[src/rtl/nn_pkg.sv]
// Shared word/vector types for learningNeuron, backPropperStart and the sample feeder.
package nn_pkg;
    localparam int WIDTH    = 32;
    localparam int N_INPUTS = 32;
    localparam int SEL_W    = $clog2(N_INPUTS);
    localparam int IDX_W    = $clog2(N_INPUTS + 1);

    typedef logic [WIDTH-1:0] word_t;
    typedef word_t [N_INPUTS-1:0] vec_t;

    typedef enum logic {
        ST_IDLE    = 1'b0,
        ST_PRESENT = 1'b1
    } pres_state_t;
endpackage

[src/rtl/training_sample_feeder_hold_timer.sv]
// Counts enabled presentation cycles; done flags the last enabled cycle of a sample.
module hold_timer #(
    parameter int HOLD_CYCLES = 10,
    parameter int CNT_W       = 4
) (
    input  logic             clk,
    input  logic             rst_n,
    input  logic             clr,
    input  logic             start,
    input  logic             en,
    output logic             done,
    output logic [CNT_W-1:0] cnt
);
    assign done = en && (cnt == CNT_W'(HOLD_CYCLES - 1));

    always_ff @(posedge clk or negedge rst_n) begin
        if (!rst_n) begin
            cnt <= '0;
        end else if (clr || start || done) begin
            cnt <= '0;
        end else if (en) begin
            cnt <= cnt + CNT_W'(1);
        end
    end
endmodule

[src/rtl/training_sample_feeder.sv]
// Serial-to-parallel training sample feeder: assembly bank plus presentation registers.
//   state      | meaning
//   ST_IDLE    | no live sample on in_vec/target
//   ST_PRESENT | sample live, hold timer counting enabled cycles
module training_sample_feeder
    import nn_pkg::*;
#(
    parameter int HOLD_CYCLES = 10,
    parameter int CNT_W       = 16
) (
    input  logic                             clk,
    input  logic                             rst_n,
    input  logic                             flush,
    input  logic                             wr_valid,
    output logic                             wr_ready,
    input  logic [WIDTH-1:0]                 wr_data,
    input  logic                             hold_en,
    output logic [N_INPUTS-1:0][WIDTH-1:0]   in_vec,
    output logic [WIDTH-1:0]                 target,
    output logic                             vec_valid,
    output logic                             vec_first,
    output logic                             vec_done,
    output logic [CNT_W-1:0]                 samples_presented
);
    localparam int HOLD_W = (HOLD_CYCLES > 1) ? $clog2(HOLD_CYCLES) : 1;

    vec_t              asm_vec;
    word_t             asm_tgt;
    logic [IDX_W-1:0]  wr_idx;
    logic              asm_full;
    pres_state_t       state, state_nxt;
    logic              accept, last_word, swap, timer_en, timer_done;
    logic [HOLD_W-1:0] hold_cnt;

    assign wr_ready  = !asm_full;
    assign accept    = wr_valid && wr_ready && !flush;
    assign last_word = (wr_idx == IDX_W'(N_INPUTS));
    assign timer_en  = vec_valid && hold_en && !flush;
    assign vec_done  = timer_done;
    // A queued sample replaces the live one on the same edge it finishes: no bubble.
    assign swap      = asm_full && (!vec_valid || vec_done) && !flush;

    hold_timer #(
        .HOLD_CYCLES (HOLD_CYCLES),
        .CNT_W       (HOLD_W)
    ) u_hold_timer (
        .clk   (clk),
        .rst_n (rst_n),
        .clr   (flush),
        .start (swap),
        .en    (timer_en),
        .done  (timer_done),
        .cnt   (hold_cnt)
    );

    always_ff @(posedge clk or negedge rst_n) begin
        if (!rst_n) begin
            state <= ST_IDLE;
        end else begin
            state <= state_nxt;
        end
    end

    always_comb begin
        state_nxt = state;
        if (flush) begin
            state_nxt = ST_IDLE;
        end else if (swap) begin
            state_nxt = ST_PRESENT;
        end else if (vec_done) begin
            state_nxt = ST_IDLE;
        end
    end

    always_comb begin
        vec_valid = (state == ST_PRESENT);
    end

    always_ff @(posedge clk or negedge rst_n) begin
        if (!rst_n) begin
            asm_vec           <= '0;
            asm_tgt           <= '0;
            wr_idx            <= '0;
            asm_full          <= 1'b0;
            in_vec            <= '0;
            target            <= '0;
            vec_first         <= 1'b0;
            samples_presented <= '0;
        end else begin
            vec_first <= swap;
            if (flush) begin
                wr_idx   <= '0;
                asm_full <= 1'b0;
            end else begin
                if (accept) begin
                    if (last_word) begin
                        asm_tgt  <= wr_data;
                        asm_full <= 1'b1;
                        wr_idx   <= '0;
                    end else begin
                        asm_vec[wr_idx[SEL_W-1:0]] <= wr_data;
                        wr_idx <= wr_idx + IDX_W'(1);
                    end
                end
                if (swap) begin
                    in_vec   <= asm_vec;
                    target   <= asm_tgt;
                    asm_full <= 1'b0;
                end
                if (vec_done) begin
                    samples_presented <= samples_presented + CNT_W'(1);
                end
            end
        end
    end

    a_done_at_last: assert property (@(posedge clk) disable iff (!rst_n)
        vec_done |-> (hold_cnt == HOLD_W'(HOLD_CYCLES - 1)));
endmodule
[config.mk]
export PLATFORM = sky130hd
export DESIGN_NAME = training_sample_feeder
export DESIGN_NICKNAME = d
export VERILOG_FILES = /design/src/rtl/nn_pkg.sv /design/src/rtl/training_sample_feeder_hold_timer.sv /design/src/rtl/training_sample_feeder.sv
export SDC_FILE = /design/constraint.sdc
export NUM_CORES = 2
export LEC_CHECK = 0
export CORE_AREA = 2 2 433 435
export CTS_BUF_LIST = sky130_fd_sc_hd__clkbuf_16
export CTS_CLUSTER_DIAMETER = 150
export CTS_CLUSTER_SIZE = 8
export DETAILED_ROUTE_END_ITERATION = 7
export DIE_AREA = 0 0 435 437
export PLACE_DENSITY = 0.64
export SLEW_MARGIN = 20
export SYNTH_ARGS = -nofsm -noshare
export SYNTH_HDL_FRONTEND = slang
export SYNTH_SLANG_ARGS = --single-unit
[constraint.sdc]
create_clock -name clk -period 3.1 [get_ports clk]
set_input_delay 0.62 -clock clk [delete_from_list [all_inputs] [get_ports clk]]
set_output_delay 0.62 -clock clk [all_outputs]
set_load 0.02 [all_outputs]
==> results.py <==
metrics = {
    "pwr": {
        "ir_worst_vdd_mv": 0.491,
        "p_int_mw": 47.3,
        "powerDensity_nw_per_um2": 579,
        "power.share.sequential": 0.477,
        "switching_share": 0.216,
        "pwr-share-clk": 0.489,
        "p_comb_frac": 0.034,
        "switchingPower_mw": 13.0,
        "p_leak_nw": 51.2,
    },
    "global_route": {
        "gr-max-usage-layer": "met2",
        "gr-usage-all-layers": 0.264,
        "grt_util_met1": 0.327,
        "antenna_found_initial": 31,
        "grt_max_degree": 92,
        "grt_first_pass_wirelength_mm": 362,
        "grt-ovfl-total": 0,
        "grt_pass1_vias": 49000,
        "use_met3": 0.0583,
        "use_met2": 0.431,
    },
    "status": {
        "outcome": "finished, final reports clean",
    },
    "detailed_routing": {
        "antenna_left": 0,
        "first_pass_iters": 5,
        "viasPerCell": 5.37,
        "drt_iter0_markers": 2398,
        "drc": 0,
        "wl_per_cell_um": 29.2,
        "routed_wl_mm": 251,
        "vias": 46100,
    },
    "timing": {
        "rsz0062_at_grt": "no",
        "fmax_mhz": 348,
        "setup_viol": 0,
        "slew_headroom": 0.253,
        "slew_violations": 0,
        "fin_crit_ns": 2.87,
        "fin_skew_ns": 0.0572,
        "fin_ws_ns": 0.227,
        "setup_tns_ns": 0,
        "post-route-period-util": 0.927,
        "hold_viol_final": 0,
        "timing.hold.ws_ns": 0.178,
        "tightestPinTransition_ns": 1.12,
    },
    "clocking": {
        "clk_latency_ns": 0.93,
        "clkTransAtPathRegs_ns": 0.05,
        "cts_buffers": 317,
        "cts_tree": "yes",
        "cts_max_level": 5,
        "cts_root_buf": "clkbuf_16",
        "cts.sinks": 2141,
        "cts_buffer_depth": 4,
    },
    "floorplanning": {
        "initial_core_util": 0.432,
        "die_x_um": 435,
        "num_rows": 158,
        "die_h_um": 437,
        "ioPinCount": 1113,
        "coreArea_um2": 185000,
        "dieArea_um2": 190000,
    },
    "layout": {
        "layout-drive-gt1-share": 0.451,
        "syn2layout_area_growth_pct": 30.5,
        "fill_cells": 14800,
        "instances_no_fill": 8599,
        "final_nets": 6141,
        "fin_util": 0.564,
    },
    "logic_synthesis": {
        "avgSynthCellArea_um2": 16.9,
        "syn_nets": 4769,
        "syn_area_um2": 80000,
        "ys_seq_elements": 2141,
        "synth_cell_types": 37,
        "netlist_instances": 4725,
        "yosys_warnings": 0,
        "yosysSeqAreaShare": 0.670,
    },
    "worst_hold_path": {
        "hold_start": "wr_data[18]",
        "hold_class": "in2reg",
    },
    "placement": {
        "place.port_buffers": 1112,
        "dp_hpwl_mm": 168,
        "place_congestion": 0.808,
        "dp_slack_ns": 0.0453,
        "dp_cells": 8256,
    },
    "flow_run": {
        "maxCapViolCount": 0,
    },
    "critical_path": {
        "critPathCaptureType": "output pin",
        "crit_buf_inv": 3,
        "arrival_ns": 2.25,
        "cp-startpoint": "u_hold_timer.cnt[1]",
        "cp_max_fo": 4,
        "rr_startpoint": "wr_idx[0]",
        "cp_top_family": "buffers and inverters",
        "criticalPathCategory": "reg2out",
        "crit_path_start_kind": "register",
        "cp.required_ns": 2.48,
        "path_cells": "inv_1, ha_1, nand3b_1, nor2_1, buf_4, dlygate4sd2_1",
        "critPathMaxStageDelay_ns": 0.40,
        "critPathSlowestCell": "dfrtp_1",
    },
}
-- what timing repair did --
action,in CTS,in global routing
hold buffers,1,0
endpoints found under the setup margin,2,0
buffers inserted,1,0
gates resized for setup,2,0
endpoints found under the hold margin,48,0
-- metal layers --
layer | wire length, um | vias up
li1 | - | 19300
met1 | 99800 | 25000
met2 | 122000 | 1393
met3 | 14800 | 468
met4 | 14900 | 0
met5 | 0 | -
-- worst reg2reg max path, cell delays in order, from the launching register on --
cell     delay (ns)
dfrtp_1        0.44
inv_1          0.12
ha_1           0.40
nor2b_1        0.37
nand2_1        0.12
or4_2          0.59
buf_12         0.22
mux2_1         0.39
-- Yosys cell counts (all sizes together) --
cell type  count  area [um2]
nand3         22         110
nand3b         3        22.5
and3           8        50.1
dfrtp       2141       53600
xnor2         14         123
and2           1        6.26
o21ai          5        25.0
and4bb         1        12.5
a31oi          1        6.26
a22oi          1        7.51
buf          212        1270
nor3           4        30.0
and4           1        8.76
inv            5        18.8
or3            2        12.5
nand2         31         116
nor2b          4        25.0
or4            1        7.51
a211oi         2        15.0
and3b          2        17.5
ha             7        87.6
nor2          17        63.8
clkbuf       107         402
nand4          5        31.3
nor3b          4        51.3
o21a           1        7.51
xor2           4        35.0
mux2        2113       23800
nand2b         2        12.5
a21oi          4        20.0
-- per-stage QoR --
| step | power (mW) | area (um2) |
|---|---|---|
| 2_1_floorplan | 29.9 | 80000 |
| 3_3_place_gp | 31.3 | 96200 |
| 3_5_place_dp | 31.3 | 96200 |
| 4_1_cts | 61.1 | 104000 |
| 5_1_grt | 62.5 | 104000 |
| 6_report | 60.4 | 104000 |
-- cell families after synthesis --
family,after synthesis,synth area share
xor gates and xnor gates,18,0.00197
AOI/OAI and AO/OA,14,0.00102
and+or+nand+nor,108,0.00723
adders and majority gates,7,0.00110
DFF,2141,0.670
buffers and inverters,324,0.0211
muxes,2113,0.298
-- layout make-up --
type                            instances  area [um2]  area share
Antenna cell                           10        25.0    0.000240
Clock inverter                          9        87.6    0.000839
Tap cell                             2480        3100      0.0297
Timing Repair Buffer                 1372       14600       0.140
Sequential cell                      2141       53600       0.513
Inverter                                5        18.8    0.000180
Multi-Input combinational cell       2260       24900       0.238
Clock buffer                          322        8060      0.0772
-- worst paths after layout --
| path | endpoint | slack, ns | cells after the start |
|---|---|---|---|
| setup / recovery | vec_done | 0.23 | 6 |
| hold / removal | asm_vec[1010] | 0.18 | 2 |
| setup reg to reg | asm_vec[4] | 0.29 | 7 |
| hold reg to reg | in_vec[359] | 0.45 | 1 |
| max in group asynchronous | asm_vec[776] | 1.53 | 4 |
| min in group asynchronous | in_vec[128] | 0.31 | 2 |
-- power by group through the flow --
stage	registers [mW]	logic, mW	clock network, mW
2_1_floorplan	29.2	0.669	0
3_3_place_gp	29.2	2.04	0
3_5_place_dp	29.3	2.09	0
4_1_cts	28.8	2.09	30.2
5_1_grt	28.9	2.22	31.4
6_report	28.8	2.03	29.5
-- flip-flops by register name, indices dropped and copies added (netlist names) --
register and flops:
asm_vec 1024, target 32, vec_valid 1, asm_tgt 32
vec_first 1, in_vec 1024, asm_full 1, wr_idx 6
samples_presented 16, u_hold_timer.cnt 4
-- layout by cell type (no fill, tap or decap), types with 7 or more instances in the layout --
master           count
nand2_1             22
buf_4              125
nor2_1               8
buf_2               32
nand3_2             10
clkdlybuf4s50_1   1077
mux2_2            2099
mux2_1              14
ha_1                 7
nand3_1             12
dfrtp_1           2141
nor2_4               9
buf_12             134
diode_2             10
nand2_2              9
xnor2_1             14
and3_1               7
clkbuf_16          322
Power figures use the tool's default switching activity.
